### config.mk
export PLATFORM = sky130hd
export DESIGN_NAME = keypad_scanner
export DESIGN_NICKNAME = d
export VERILOG_FILES = /design/src/rtl/keypad_pkg.sv /design/src/rtl/keypad_scanner_prescaler.sv /design/src/rtl/keypad_scanner.sv
export SDC_FILE = /design/constraint.sdc
export NUM_CORES = 1
export LEC_CHECK = 0
export CAP_MARGIN = 5
export CORE_MARGIN = 10
export CORE_UTILIZATION = 30
export CTS_BUF_LIST = sky130_fd_sc_hd__clkbuf_2
export DETAILED_ROUTE_END_ITERATION = 10
export GPL_TIMING_DRIVEN = 0
export PLACE_DENSITY = 0.43
export SYNTH_ARGS = -nofsm -noshare
export SYNTH_HDL_FRONTEND = slang
export SYNTH_HIERARCHICAL = 1
export SYNTH_SLANG_ARGS = --single-unit
### constraint.sdc
create_clock -name clk50MHz -period 2.9 [get_ports clk50MHz]
set_input_delay 0.435 -clock clk50MHz [delete_from_list [all_inputs] [get_ports clk50MHz]]
set_output_delay 0.435 -clock clk50MHz [all_outputs]
set_load 0.02 [all_outputs]
### src/rtl/keypad_pkg.sv
// Shared definitions for the matrix keypad scanner: geometry, state encoding,
// column-drive reset pattern and small decode helpers.
package keypad_pkg;

  localparam int N_ROWS = 4;
  localparam int N_COLS = 4;
  localparam int KEY_W  = 4;

  // Column 0 driven low, all others released.
  localparam logic [N_COLS-1:0] COLSEL_RESET = 4'b1110;

  typedef enum logic [1:0] {
    SCAN     = 2'd0,
    DEBOUNCE = 2'd1,
    HELD     = 2'd2
  } scan_state_t;

  // Index of the lowest-numbered row that reads low (active-low rows).
  // Returns 0 when no row is low; callers qualify with an any-low test.
  function automatic logic [1:0] lowest_low_row(input logic [N_ROWS-1:0] r);
    logic [1:0] idx;
    idx = 2'd0;
    for (int i = N_ROWS - 1; i >= 0; i--) begin
      if (!r[i]) begin
        idx = i[1:0];
      end
    end
    return idx;
  endfunction

  // Active-low one-hot column drive for a column index.
  function automatic logic [N_COLS-1:0] col_drive(input logic [1:0] col);
    logic [N_COLS-1:0] one;
    one = {{(N_COLS-1){1'b0}}, 1'b1};
    return ~(one << col);
  endfunction

endpackage

### src/rtl/keypad_scanner_prescaler.sv
// Free-running divider for timed scanners: counts 0..DIV-1 and raises tick
// for the single cycle in which the count sits at DIV-1.
module scan_prescaler #(
  parameter int DIV = 50000
) (
  input  logic clk50MHz,
  input  logic rst,
  output logic tick
);

  localparam int CNT_W = (DIV > 1) ? $clog2(DIV) : 1;
  localparam logic [CNT_W-1:0] CNT_LAST = CNT_W'(DIV - 1);

  logic [CNT_W-1:0] cnt_reg;

  // Wrap-around counter; the wrap cycle is the tick cycle.
  always_ff @(posedge clk50MHz) begin
    if (rst) begin
      cnt_reg <= '0;
    end else if (cnt_reg == CNT_LAST) begin
      cnt_reg <= '0;
    end else begin
      cnt_reg <= cnt_reg + 1'b1;
    end
  end

  assign tick = (cnt_reg == CNT_LAST);

endmodule

### src/rtl/keypad_scanner.sv
// 4x4 matrix keypad front end. Walks an active-low column drive, samples the
// synchronised row lines once per scan tick, debounces press and release by
// consecutive agreeing ticks, and reports each accepted key with a one-cycle
// strobe. While a key is being debounced or held the column stays frozen, so
// the frozen column doubles as the captured column.
module keypad_scanner
  import keypad_pkg::*;
#(
  parameter int SCAN_DIV       = 50000,
  parameter int DEBOUNCE_TICKS = 20
) (
  input  logic              clk50MHz,
  input  logic              rst,
  input  logic [N_ROWS-1:0] rows,
  output logic [N_COLS-1:0] colsel,
  output logic [KEY_W-1:0]  key_code,
  output logic              key_valid,
  output logic              key_held
);

  localparam int DEB_W = $clog2(DEBOUNCE_TICKS + 1);
  localparam logic [DEB_W-1:0] DEB_LAST = DEB_W'(DEBOUNCE_TICKS);
  localparam logic [DEB_W-1:0] DEB_ONE  = DEB_W'(1);
  localparam bit SINGLE_TICK = (DEBOUNCE_TICKS == 1);

  logic tick;

  logic [N_ROWS-1:0] rows_meta_reg;
  logic [N_ROWS-1:0] rows_s_reg;

  scan_state_t state_reg, state_next;

  logic [1:0]        col_reg, col_next;
  logic [1:0]        cap_row_reg, cap_row_next;
  logic [DEB_W-1:0]  deb_cnt_reg, deb_cnt_next;
  logic [N_COLS-1:0] colsel_reg, colsel_next;
  logic [KEY_W-1:0]  key_code_reg, key_code_next;
  logic              key_valid_reg, key_valid_next;
  logic              key_held_reg, key_held_next;

  logic             any_low;
  logic [1:0]       scan_row;
  logic             cap_row_high;
  logic [DEB_W-1:0] deb_inc;
  logic             accept;
  logic             release_done;
  logic             advance;
  logic [1:0]       accept_row;

  scan_prescaler #(
    .DIV (SCAN_DIV)
  ) u_prescaler (
    .clk50MHz (clk50MHz),
    .rst      (rst),
    .tick     (tick)
  );

  // Two-flop synchroniser for the asynchronous row lines; idle rows read high.
  always_ff @(posedge clk50MHz) begin
    if (rst) begin
      rows_meta_reg <= '1;
      rows_s_reg    <= '1;
    end else begin
      rows_meta_reg <= rows;
      rows_s_reg    <= rows_meta_reg;
    end
  end

  // Tick-qualified decision terms shared by the FSM and datapath.
  assign any_low      = ~&rows_s_reg;
  assign scan_row     = lowest_low_row(rows_s_reg);
  assign cap_row_high = rows_s_reg[cap_row_reg];
  assign deb_inc      = deb_cnt_reg + DEB_ONE;
  assign accept       = tick &&
                        (((state_reg == SCAN) && any_low && SINGLE_TICK) ||
                         ((state_reg == DEBOUNCE) && !cap_row_high && (deb_inc == DEB_LAST)));
  assign release_done = tick && (state_reg == HELD) && cap_row_high && (deb_inc == DEB_LAST);
  assign advance      = tick &&
                        (((state_reg == SCAN) && !any_low) ||
                         ((state_reg == DEBOUNCE) && cap_row_high) ||
                         release_done);
  // A single-tick accept straight from SCAN has not yet latched its row.
  assign accept_row   = (state_reg == SCAN) ? scan_row : cap_row_reg;

  // FSM state register.
  always_ff @(posedge clk50MHz) begin
    if (rst) begin
      state_reg <= SCAN;
    end else begin
      state_reg <= state_next;
    end
  end

  // FSM next-state logic; transitions only happen on tick cycles.
  always_comb begin
    state_next = state_reg;
    if (tick) begin
      unique case (state_reg)
        SCAN: begin
          if (any_low) begin
            state_next = SINGLE_TICK ? HELD : DEBOUNCE;
          end
        end
        DEBOUNCE: begin
          if (cap_row_high) begin
            state_next = SCAN;
          end else if (accept) begin
            state_next = HELD;
          end
        end
        HELD: begin
          if (release_done) begin
            state_next = SCAN;
          end
        end
        default: state_next = SCAN;
      endcase
    end
  end

  // Output and datapath next values: column walk, row capture, debounce count, key outputs.
  always_comb begin
    col_next       = col_reg;
    cap_row_next   = cap_row_reg;
    deb_cnt_next   = deb_cnt_reg;
    key_code_next  = key_code_reg;
    key_valid_next = 1'b0;
    key_held_next  = key_held_reg;

    if (tick) begin
      unique case (state_reg)
        SCAN: begin
          if (any_low) begin
            cap_row_next = scan_row;
            deb_cnt_next = SINGLE_TICK ? '0 : DEB_ONE;
          end
        end
        DEBOUNCE: begin
          if (cap_row_high) begin
            deb_cnt_next = '0;
          end else if (accept) begin
            deb_cnt_next = '0;
          end else begin
            deb_cnt_next = deb_inc;
          end
        end
        HELD: begin
          if (!cap_row_high) begin
            deb_cnt_next = '0;
          end else if (release_done) begin
            deb_cnt_next = '0;
          end else begin
            deb_cnt_next = deb_inc;
          end
        end
        default: deb_cnt_next = '0;
      endcase
    end

    if (advance) begin
      col_next = col_reg + 2'd1;
    end

    if (accept) begin
      key_code_next  = {accept_row, col_reg};
      key_valid_next = 1'b1;
      key_held_next  = 1'b1;
    end

    if (release_done) begin
      key_held_next = 1'b0;
    end

    colsel_next = col_drive(col_next);
  end

  // Datapath and output registers; colsel is registered so the keypad sees a clean drive.
  always_ff @(posedge clk50MHz) begin
    if (rst) begin
      col_reg       <= 2'd0;
      cap_row_reg   <= 2'd0;
      deb_cnt_reg   <= '0;
      colsel_reg    <= COLSEL_RESET;
      key_code_reg  <= '0;
      key_valid_reg <= 1'b0;
      key_held_reg  <= 1'b0;
    end else begin
      col_reg       <= col_next;
      cap_row_reg   <= cap_row_next;
      deb_cnt_reg   <= deb_cnt_next;
      colsel_reg    <= colsel_next;
      key_code_reg  <= key_code_next;
      key_valid_reg <= key_valid_next;
      key_held_reg  <= key_held_next;
    end
  end

  assign colsel    = colsel_reg;
  assign key_code  = key_code_reg;
  assign key_valid = key_valid_reg;
  assign key_held  = key_held_reg;

endmodule

### Word level (Yosys, flattened, before mapping)

Index checks and enable logic that the tools add are counted.

* flip-flop bits (word level): 45
* bits in latches: 0
* RAM bits: 0
* bits in read-only memories: 0
* input port bits: 6
* output and inout port bits: 10
* memories kept: 0

* add/subtract/negate cells: 3
* multipliers: 0
* div/mod/pow operators: 0
* magnitude comparators: 1
* eq/ne operators: 7
* shift-type cells: 1
* multiplexer cells: 20
* bitwise logic cells: 2
* reductions and logical operators: 19

Operators by type and width (count)
* $mux 5: 5
* $mux 2: 10
* $add 16x1->16 const B: 1
* $eq 16x16->1 const B: 1
* $pmux 5 s3: 1
* $logic_and 1x1->1: 9
* $reduce_and 4->1: 2
* $pmux 2 s3: 1
* $add 5x1->5 const B: 1
* $eq 5x5->1 const B: 1
* $ne 2x2->1 const B: 2
* $not 4->4: 1
* $reduce_or 2->1: 2
* $shl 1x2->4 const A: 1
* $lt 2x3->1 const B: 1
* $ne 3x3->1 const B: 1
* $reduce_and 3->1: 1
* $add 2x1->2 const B: 1
* $bmux 1 s2: 1
* $eq 2x1->1 const B: 1
* $eq 2x2->1 const B: 1
* $logic_not 2->1: 1
* $logic_or 1x1->1: 2
* $mux 1: 2
* 3 further kinds: 3

### Depth between registers and ports, before layout

Gate-level depths: netlist (run 1).

* depth in word-level cells: 9
* depth in mapped cells: 8

### Hierarchy

Netlist (run 1), hierarchy kept.

Modules (own cells, without submodules)
* keypad_scanner: times used 1, cells an instance 149, area an instance 1402.6 um2, seq. area each 580.6 um2
* scan_prescaler: times used 1, cells an instance 81, area an instance 710.7 um2, seq. area each 320.3 um2

### Least setup slack after synthesis (run 1)

No wires, ideal clock.

* kind: reg-to-reg
* from: reg u_prescaler.cnt_reg[0]
* to: reg key_code_reg[3], in the netlist key_code[3]
* library setup time: 0.131 ns
* data arrival time: 2.288 ns
* slack: 0.481 ns
* stages on the path, launching flop included: 9
* cells stage by stage: dfxtp_1 -> ha_1 -> nand4_2 -> and4b_1 -> inv_2 -> nor4_2 -> o21ai_4 -> a221oi_1 -> nor3_2

* longest elaborated chain between the ends: 2

Ends and longest elaborated chain
* start, declared: line keypad_scanner_prescaler.sv:14 `logic [CNT_W-1:0] cnt_reg;`
* start signal, assigned: line keypad_scanner_prescaler.sv:23 `cnt_reg <= cnt_reg + 1'b1;`
* $eq 16x16->1: line keypad_scanner_prescaler.sv:27 `assign tick = (cnt_reg == CNT_LAST);`
* net tick: line keypad_scanner.sv:26 `logic tick;`
* $logic_and 1x1->1: line keypad_scanner.sv:74 `assign accept = tick &&`
* end signal, assigned: line keypad_scanner.sv:192 `key_code_reg <= key_code_next;`
* end, declared: line keypad_scanner.sv:37 `logic [KEY_W-1:0] key_code_reg, key_code_next;`

The timed path passes the listed nets, and every way through them passes these cells.
A chain may end at the register's enable or synchronous reset.

### Worst setup path after layout (run 1)

Same ends and word-level chain as after synthesis.

==> summary.md, run 1 <==
### Timing
- **Final period util** 89.8%
- **worst-case clock skew** 0.0134 ns
- **Hold Slack** 0.437 ns
- **Total Negative Setup Slacks** 0 ns
- **fmax** 384 MHz
- **final setup violation count** 0
- **Max-slew headroom** 54.0%
- **number of pins exceeding their max-slew limit in the final report** 0
- **Min Clock Period, post-route** 2.60 ns
- **Worst-Margin Slew** 0.686 ns
- **unrepaired setup endpoints after global routing** false
- **Hold Violations, Final** 0

### Setup path
- **top fanout value on the critical path** 9
- **required time reported for the critical path endpoint** 3.19 ns
- **launching point of the worst reg2reg path** u_prescaler/cnt_reg[0]$_SDFF_PP0_
- **register-to-register setup slack** 0.30 ns
- **CP Capture Type** flip-flop
- **endpoint of the lowest-slack register-to-register path** key_code[3]$_SDFFE_PP0P_
- **data arrival time of the worst path** 2.89 ns
- **category of the worst setup path launch point** flip-flop
- **Crit Path Class** flip-flop to flip-flop
- **cell count of the worst reg-to-reg path** 8

### Place
- **port bufs** 15
- **standard cell area after detailed placement** 2380 um2
- **final weighted congestion in routability-driven placement** 0.751
- **placed instance count** 341
- **estimated wirelength of the detail-placed design** 3100 um

### Synthesis
- **distinct cell type count after synthesis** 53
- **commonest cells in the netlist** 45 x sky130_fd_sc_hd__dfxtp_1, 34 x sky130_fd_sc_hd__nor2_1, 17 x sky130_fd_sc_hd__nand2_1
- **count leader, synth** sky130_fd_sc_hd__dfxtp_1
- **cell types with the largest area share after synthesis** sky130_fd_sc_hd__dfxtp_1 43%, sky130_fd_sc_hd__nor2_1 6.0%, sky130_fd_sc_hd__xnor2_1 5.4%
- **cell count after synthesis** 230
- **Syn Nets** 239
- **number of flops mapped to enable cells by yosys** 0
- **fraction of the yosys area taken by sequential cells** 42.6%
- **YS warnings** 6
- **combined area of all synthesized cells** 2110 um2
- **share of flip-flops with an asynchronous set or reset** 0%
- **dominant register cell in the synthesized netlist** sky130_fd_sc_hd__dfxtp_1
- **top-area cell type share of the netlist area** 42.6%
- **cell type with the highest aggregate area in the netlist** sky130_fd_sc_hd__dfxtp_1
- **synthesis-stage register bit count** 45
- **syn avg cell area** 9.19 um2

### Global route
- **initial antenna violation count** 0
- **routing usage on met1** 10.4%
- **vias in the first global route** 1536
- **total global routing track utilization** 8.10%
- **GRT Residual Overflow** 0
- **global-route wire length before repair** 7410 um
- **busiest layer in global routing** met2
- **GR Util met3** 2.54%
- **met2 track utilization from global routing** 12.5%
- **largest net degree at the start of global routing** 14

### Power
- **leakage component of the power** 0.818 nW
- **maximum resistive drop on vdd** 182 uV
- **power per cell area** 386 nW/um2

### Floorplan
- **die height** 104 um
- **core box area** 6830 um2
- **overall die width** 104 um
- **I/O Pins** 16
- **starting density of the core** 30.9%
- **total number of placement rows** 30
- **Total Die Area** 10800 um2

### Cells and area
- **growth of design area from synthesis to finish** 15.0%
- **utilization of the core after routing** 35.6%
- **post-route standard cell area excluding fillers** 2430 um2
- **Total Nets Final** 261
- **number of non-filler instances in the completed layout** 348
- **filler cell count in the final layout** 738
- **fraction of final layout cells with drive strength greater than 1** 13.5%
- **number of flip-flops in the largest register** 16
- **diodes inserted** 0

### Route
- **via density per instance** 4.64
- **Antenna Violating Nets Remaining** 0
- **number of vias in the routed layout** 1613
- **DRC violation count after routing** 0
- **Avg WL per Cell** 12.4 um
- **count of routing violations after the opening detailed-route iteration** 36
- **total routed wirelength** 4300 um
- **DRT Pass-1 Iters** 4

### Clocking
- **CTS HTree Levels** 2
- **clock slew at reported path FFs** 0.21 ns
- **number of buffers created by CTS** 5
- **Resized Gates After CTS** 0
- **post-CTS repair timing setup buffer count** 0
- **Root Driver** sky130_fd_sc_hd__clkbuf_2
- **# hold bufs at CTS** 0
- **Max Root-Sink Buffers** 2
- **CTS tree** yes
- **total clock sinks** 45
- **clock insertion delay at the later pin of the skew report** 0.40 ns

### Hold path
- **Worst Hold Depth** 1
- **hold worst-path end** rows_s_reg[3]$_SDFF_PP1_
- **Hold Path Class** flip-flop to flip-flop
- **hold path start** rows_meta_reg[3]$_SDFF_PP1_

### Status
- **run status** finished, final reports clean

### Run
- **number of max-cap violations** 0

## worst max-delay path, stage by stage, from the launching register on
cell	delay [ns]
sky130_fd_sc_hd__dfxtp_1	0.42
sky130_fd_sc_hd__ha_1	0.24
sky130_fd_sc_hd__nand4_2	0.18
sky130_fd_sc_hd__and4b_2	0.43
sky130_fd_sc_hd__inv_2	0.14
sky130_fd_sc_hd__a2111oi_4	0.50
sky130_fd_sc_hd__o21ai_4	0.20
sky130_fd_sc_hd__a221oi_1	0.33
sky130_fd_sc_hd__nor3_2	0.05
## routing by layer
layer / wire, um / vias to the layer above / share of wire (%)
met4: 40 / 0 / 0.93
met3: 151 / 5 / 3.5
met2: 1910 / 20 / 44
li1: - / 852 / -
met5: 0 / - / 0
met1: 2200 / 736 / 51
## through the flow
stage / total power, mW / setup slack (ns)
6_report: 0.939 / 0.295
5_1_grt: 0.991 / 0.0565
4_1_cts: 0.957 / 0.000318
3_5_place_dp: 0.700 / 0.0193
3_3_place_gp: 0.700 / 0.0187
2_1_floorplan: 0.679 / 0.481
## area by class of cell
cell class                 count  area [um2]  area share [%]
buffer                         6        31.3            1.29
clock buffer                   5        25.0            1.03
clock inverter                 2        11.3           0.463
inverter                      10        37.5            1.54
multi-input combinational    169        1150            47.5
sequential                    45         901            37.1
tap                           96         120            4.94
timing repair buffer          15         150            6.18
## power breakdown
| part | switching [mW] | internal [mW] | leakage [nW] |
|---|---|---|---|
| clock | 0.200 | 0.0519 | 0.0225 |
| combinational | 0.0283 | 0.0223 | 0.430 |
| sequential | 0.00635 | 0.630 | 0.365 |
| total | 0.235 | 0.704 | 0.818 |
## worst max path at each step
| stage | slack (ns) | from | endpoint |
|---|---|---|---|
| 2_1_floorplan | 0.48 | u_prescaler/cnt_reg[0]$_SDFF_PP0_ | key_code[3]$_SDFFE_PP0P_ |
| 3_3_place_gp | 0.02 | u_prescaler/cnt_reg[0]$_SDFF_PP0_ | key_code[3]$_SDFFE_PP0P_ |
| 3_5_place_dp | 0.02 | u_prescaler/cnt_reg[0]$_SDFF_PP0_ | key_code[3]$_SDFFE_PP0P_ |
| 4_1_cts | 0.0003 | u_prescaler/cnt_reg[0]$_SDFF_PP0_ | key_code[3]$_SDFFE_PP0P_ |
| 5_1_grt | 0.06 | u_prescaler/cnt_reg[0]$_SDFF_PP0_ | key_code[3]$_SDFFE_PP0P_ |
| 6_report | 0.30 | u_prescaler/cnt_reg[0]$_SDFF_PP0_ | key_code[3]$_SDFFE_PP0P_ |
## layout by cell type, fill, tap and decap left out, types with 4 or more instances in the layout
cell	synthesis	layout
sky130_fd_sc_hd__mux2i_1	6	6
sky130_fd_sc_hd__clkdlybuf4s50_1	0	15
sky130_fd_sc_hd__inv_1	9	9
sky130_fd_sc_hd__a21oi_1	5	5
sky130_fd_sc_hd__xnor2_1	13	13
sky130_fd_sc_hd__or2_2	8	8
sky130_fd_sc_hd__nor2_1	34	34
sky130_fd_sc_hd__nand3_1	12	12
sky130_fd_sc_hd__nor3_1	9	9
sky130_fd_sc_hd__nand2_1	17	17
sky130_fd_sc_hd__dfxtp_1	45	45
sky130_fd_sc_hd__nor4_1	5	5
sky130_fd_sc_hd__nand2b_1	4	4
sky130_fd_sc_hd__a211oi_1	4	4
sky130_fd_sc_hd__nand4_1	4	4
sky130_fd_sc_hd__clkbuf_2	0	5
## cell families (layout without fill, tap and decap cells)
family	count (synthesis)	in the layout	share of synthesized area (%)
AO/OA/AOI/OAI	35	35	14.3
flip-flops	45	45	42.6
multiplexers	9	9	5.15
buffers and inverters	16	38	3.26
XOR/XNOR	14	14	5.80
AND/OR/NAND/NOR	108	108	27.1
adder cells (fa/ha/maj)	3	3	1.78
Power figures use the tool's default switching activity.
==> run 2: changes to the inputs <==
CORE_MARGIN = unset   (was 10)
DONT_BUFFER_PORTS = 1   (was unset)
PLACE_DENSITY = 0.4   (was 0.43)
==> run 2 against run 1 <==
Against the previous run:
- critical path depth did not move
- sequential power barely moved
- hold slack got worse by 0.32 ns
- wire length fell by 1.6%
- fmax rose by 2.6%
- sequential cell count did not move
- via count fell by 2.7%
- sequential share of layout area rose by 1.8 points
- clock power rose by 40%
==> summary.md, run 2 (synthesis gave the netlist of run 1 again) <==
### Status
- **run status** finished, final reports clean

### Clocking
- **CTS HTree Levels** 2
- **Max Root-Sink Buffers** 2
- **clock insertion delay at the later pin of the skew report** 0.42 ns
- **total clock sinks** 45
- **number of buffers created by CTS** 5
- **Root Driver** sky130_fd_sc_hd__clkbuf_2
- **post-CTS repair timing setup buffer count** 0
- **clock slew at reported path FFs** 0.25 ns
- **CTS tree** yes

### Run
- **number of max-cap violations** 0

### Setup path
- **CP startpoint** u_prescaler/cnt_reg[0]$_SDFF_PP0_
- **category of the worst setup path launch point** flip-flop
- **cell count of the worst reg-to-reg path** 8
- **Buf+Inv Stages, Crit Path** 1
- **launching point of the worst reg2reg path** u_prescaler/cnt_reg[0]$_SDFF_PP0_
- **Crit Path Class** flip-flop to flip-flop
- **top fanout value on the critical path** 9
- **endpoint of the lowest-slack register-to-register path** key_code[3]$_SDFFE_PP0P_
- **register-to-register setup slack** 0.36 ns
- **end point of the critical path** key_code[3]$_SDFFE_PP0P_
- **Max stage delay cell, worst path** sky130_fd_sc_hd__a2111oi_4
- **worst path cell trace** ha_1 -> nand4_2 -> and4b_2 -> inv_2 -> a2111oi_4 -> o21ai_4 -> a221oi_1 -> nor3_2
- **instance count on the critical path** 8
- **data arrival time of the worst path** 2.87 ns
- **required time reported for the critical path endpoint** 3.23 ns
- **CP Capture Type** flip-flop
- **Worst path top cell family by delay** compound AO/OA/AOI/OAI gates
- **peak per-stage delay on the critical path** 0.50 ns

### Route
- **count of routing violations after the opening detailed-route iteration** 43
- **total routed wirelength** 4230 um
- **Avg WL per Cell** 12.6 um
- **Antenna Violating Nets Remaining** 0
- **DRC violation count after routing** 0
- **DRT Pass-1 Iters** 4
- **number of vias in the routed layout** 1569
- **via density per instance** 4.68

### Place
- **port bufs** 0
- **placed instance count** 326
- **estimated wirelength of the detail-placed design** 3030 um
- **final weighted congestion in routability-driven placement** 0.738
- **pre-CTS setup slack** 0.0306 ns

### Floorplan
- **Total Die Area** 7380 um2
- **total number of placement rows** 30
- **core box area** 6790 um2
- **overall die width** 85.9 um
- **die height** 85.9 um
- **I/O Pins** 16
- **starting density of the core** 31.1%

### Timing
- **post-route setup slack** 0.362 ns
- **Total Negative Setup Slacks** 0 ns
- **Final period util** 87.5%
- **fmax** 394 MHz
- **Max-slew headroom** 53.7%
- **Hold Violations, Final** 0
- **unrepaired setup endpoints after global routing** false
- **worst-case clock skew** 0.0311 ns
- **Min Clock Period, post-route** 2.54 ns
- **Worst-Margin Slew** 0.690 ns
- **number of pins exceeding their max-slew limit in the final report** 0
- **final setup violation count** 0

### Global route
- **largest net degree at the start of global routing** 14
- **total global routing track utilization** 12.7%
- **GRT Residual Overflow** 0
- **global-route wire length before repair** 7270 um
- **vias in the first global route** 1464
- **initial antenna violation count** 0

### Cells and area
- **number of flip-flops in the largest register** 16
- **diodes inserted** 0
- **utilization of the core after routing** 34.1%
- **most common library cell in the layout ignoring fill and taps** sky130_fd_sc_hd__dfxtp_1
- **most frequent cells in the layout** 45 x sky130_fd_sc_hd__dfxtp_1, 34 x sky130_fd_sc_hd__nor2_1, 17 x sky130_fd_sc_hd__nand2_1
- **growth of design area from synthesis to finish** 9.65%
- **Total Nets Final** 247
- **filler cell count in the final layout** 727
- **number of non-filler instances in the completed layout** 335
- **total area of multi-input combinational cells** 1150 um2
- **register area** 901 um2
- **fraction of final layout cells with drive strength greater than 1** 14.6%

### Hold path
- **Hold Path Class** primary input to flip-flop

### Power
- **leakage component of the power** 0.783 nW
- **power per cell area** 446 nW/um2
- **power after layout** 1.03 mW
- **maximum resistive drop on vdd** 176 uV

[run 2: changes by cell type in the layout (fill, tap and decap cells not counted), sizes merged]
cell,before,now
bufinv,0,1
clkinvlp,1,0
clkdlybuf4s50,15,0
dlygate4sd3,0,1
clkbuf,8,9
[run 2: worst register-to-register path, stage by stage (launching register included)]
cell and delay, ns:
sky130_fd_sc_hd__dfxtp_1 0.42, sky130_fd_sc_hd__ha_1 0.23, sky130_fd_sc_hd__nand4_2 0.18, sky130_fd_sc_hd__and4b_2 0.43
sky130_fd_sc_hd__inv_2 0.15, sky130_fd_sc_hd__a2111oi_4 0.51, sky130_fd_sc_hd__o21ai_4 0.18, sky130_fd_sc_hd__a221oi_1 0.32
sky130_fd_sc_hd__nor3_2 0.06
[run 2: how the worst min path moves through the flow]
stage / start / endpoint / slack [ns] / cells past startpoint
after floorplan: rows_meta_reg[0]$_SDFF_PP1_ / rows_s_reg[0]$_SDFF_PP1_ / 0.39 / 1
after global placement: rows_meta_reg[2]$_SDFF_PP1_ / rows_s_reg[2]$_SDFF_PP1_ / 0.39 / 1
after detailed placement: rows_meta_reg[0]$_SDFF_PP1_ / rows_s_reg[0]$_SDFF_PP1_ / 0.39 / 1
after CTS: rst / u_prescaler/cnt_reg[2]$_SDFF_PP0_ / 0.008 / 1
after global routing: rows[3] / rows_meta_reg[3]$_SDFF_PP1_ / 0.05 / 1
final: rows[3] / rows_meta_reg[3]$_SDFF_PP1_ / 0.11 / 1
[run 2: final cells by class]
type / instances / area share [%]
well taps: 96 / 5.18
inverters: 10 / 1.62
repair buffers: 1 / 0.432
clock buffers: 6 / 1.30
plain buffers: 6 / 1.35
flip-flops and latches: 45 / 38.9
clock inverters: 2 / 1.46
multi-input cells: 169 / 49.8
[run 2: metrics by stage]
step | cell area, um2 | hold slack [ns]
floorplan | 2110 | 0.389
global placement | 2230 | 0.392
detailed placement | 2230 | 0.395
CTS | 2300 | 0.00794
global route | 2320 | 0.0483
finish | 2320 | 0.114
[run 2: power by group]
group          switching (mW)  internal [mW]  total (mW)  leakage [nW]
registers             0.00835          0.630       0.638         0.365
clock network           0.207          0.147       0.354        0.0406
logic                  0.0245         0.0154      0.0398         0.378
total                   0.240          0.792        1.03         0.783
[run 2: what timing repair did]
item                                   in CTS  in global routing
hold buffers                                0                  1
gates resized for setup                     0                  2
setup endpoints to repair                   0                  2
endpoints found under the hold margin       0                  1
[run 2: per-layer routing]
layer / vias to the layer above / wire length, um / global-route usage [%] / share of wire, %
met1: 718 / 2160 / 16.8 / 51
met3: 5 / 136 / 3.66 / 3.2
met5: - / 0 / 0 / 0
met4: 0 / 58 / 5.00 / 1.4
met2: 21 / 1880 / 19.5 / 44
li1: 825 / - / - / -
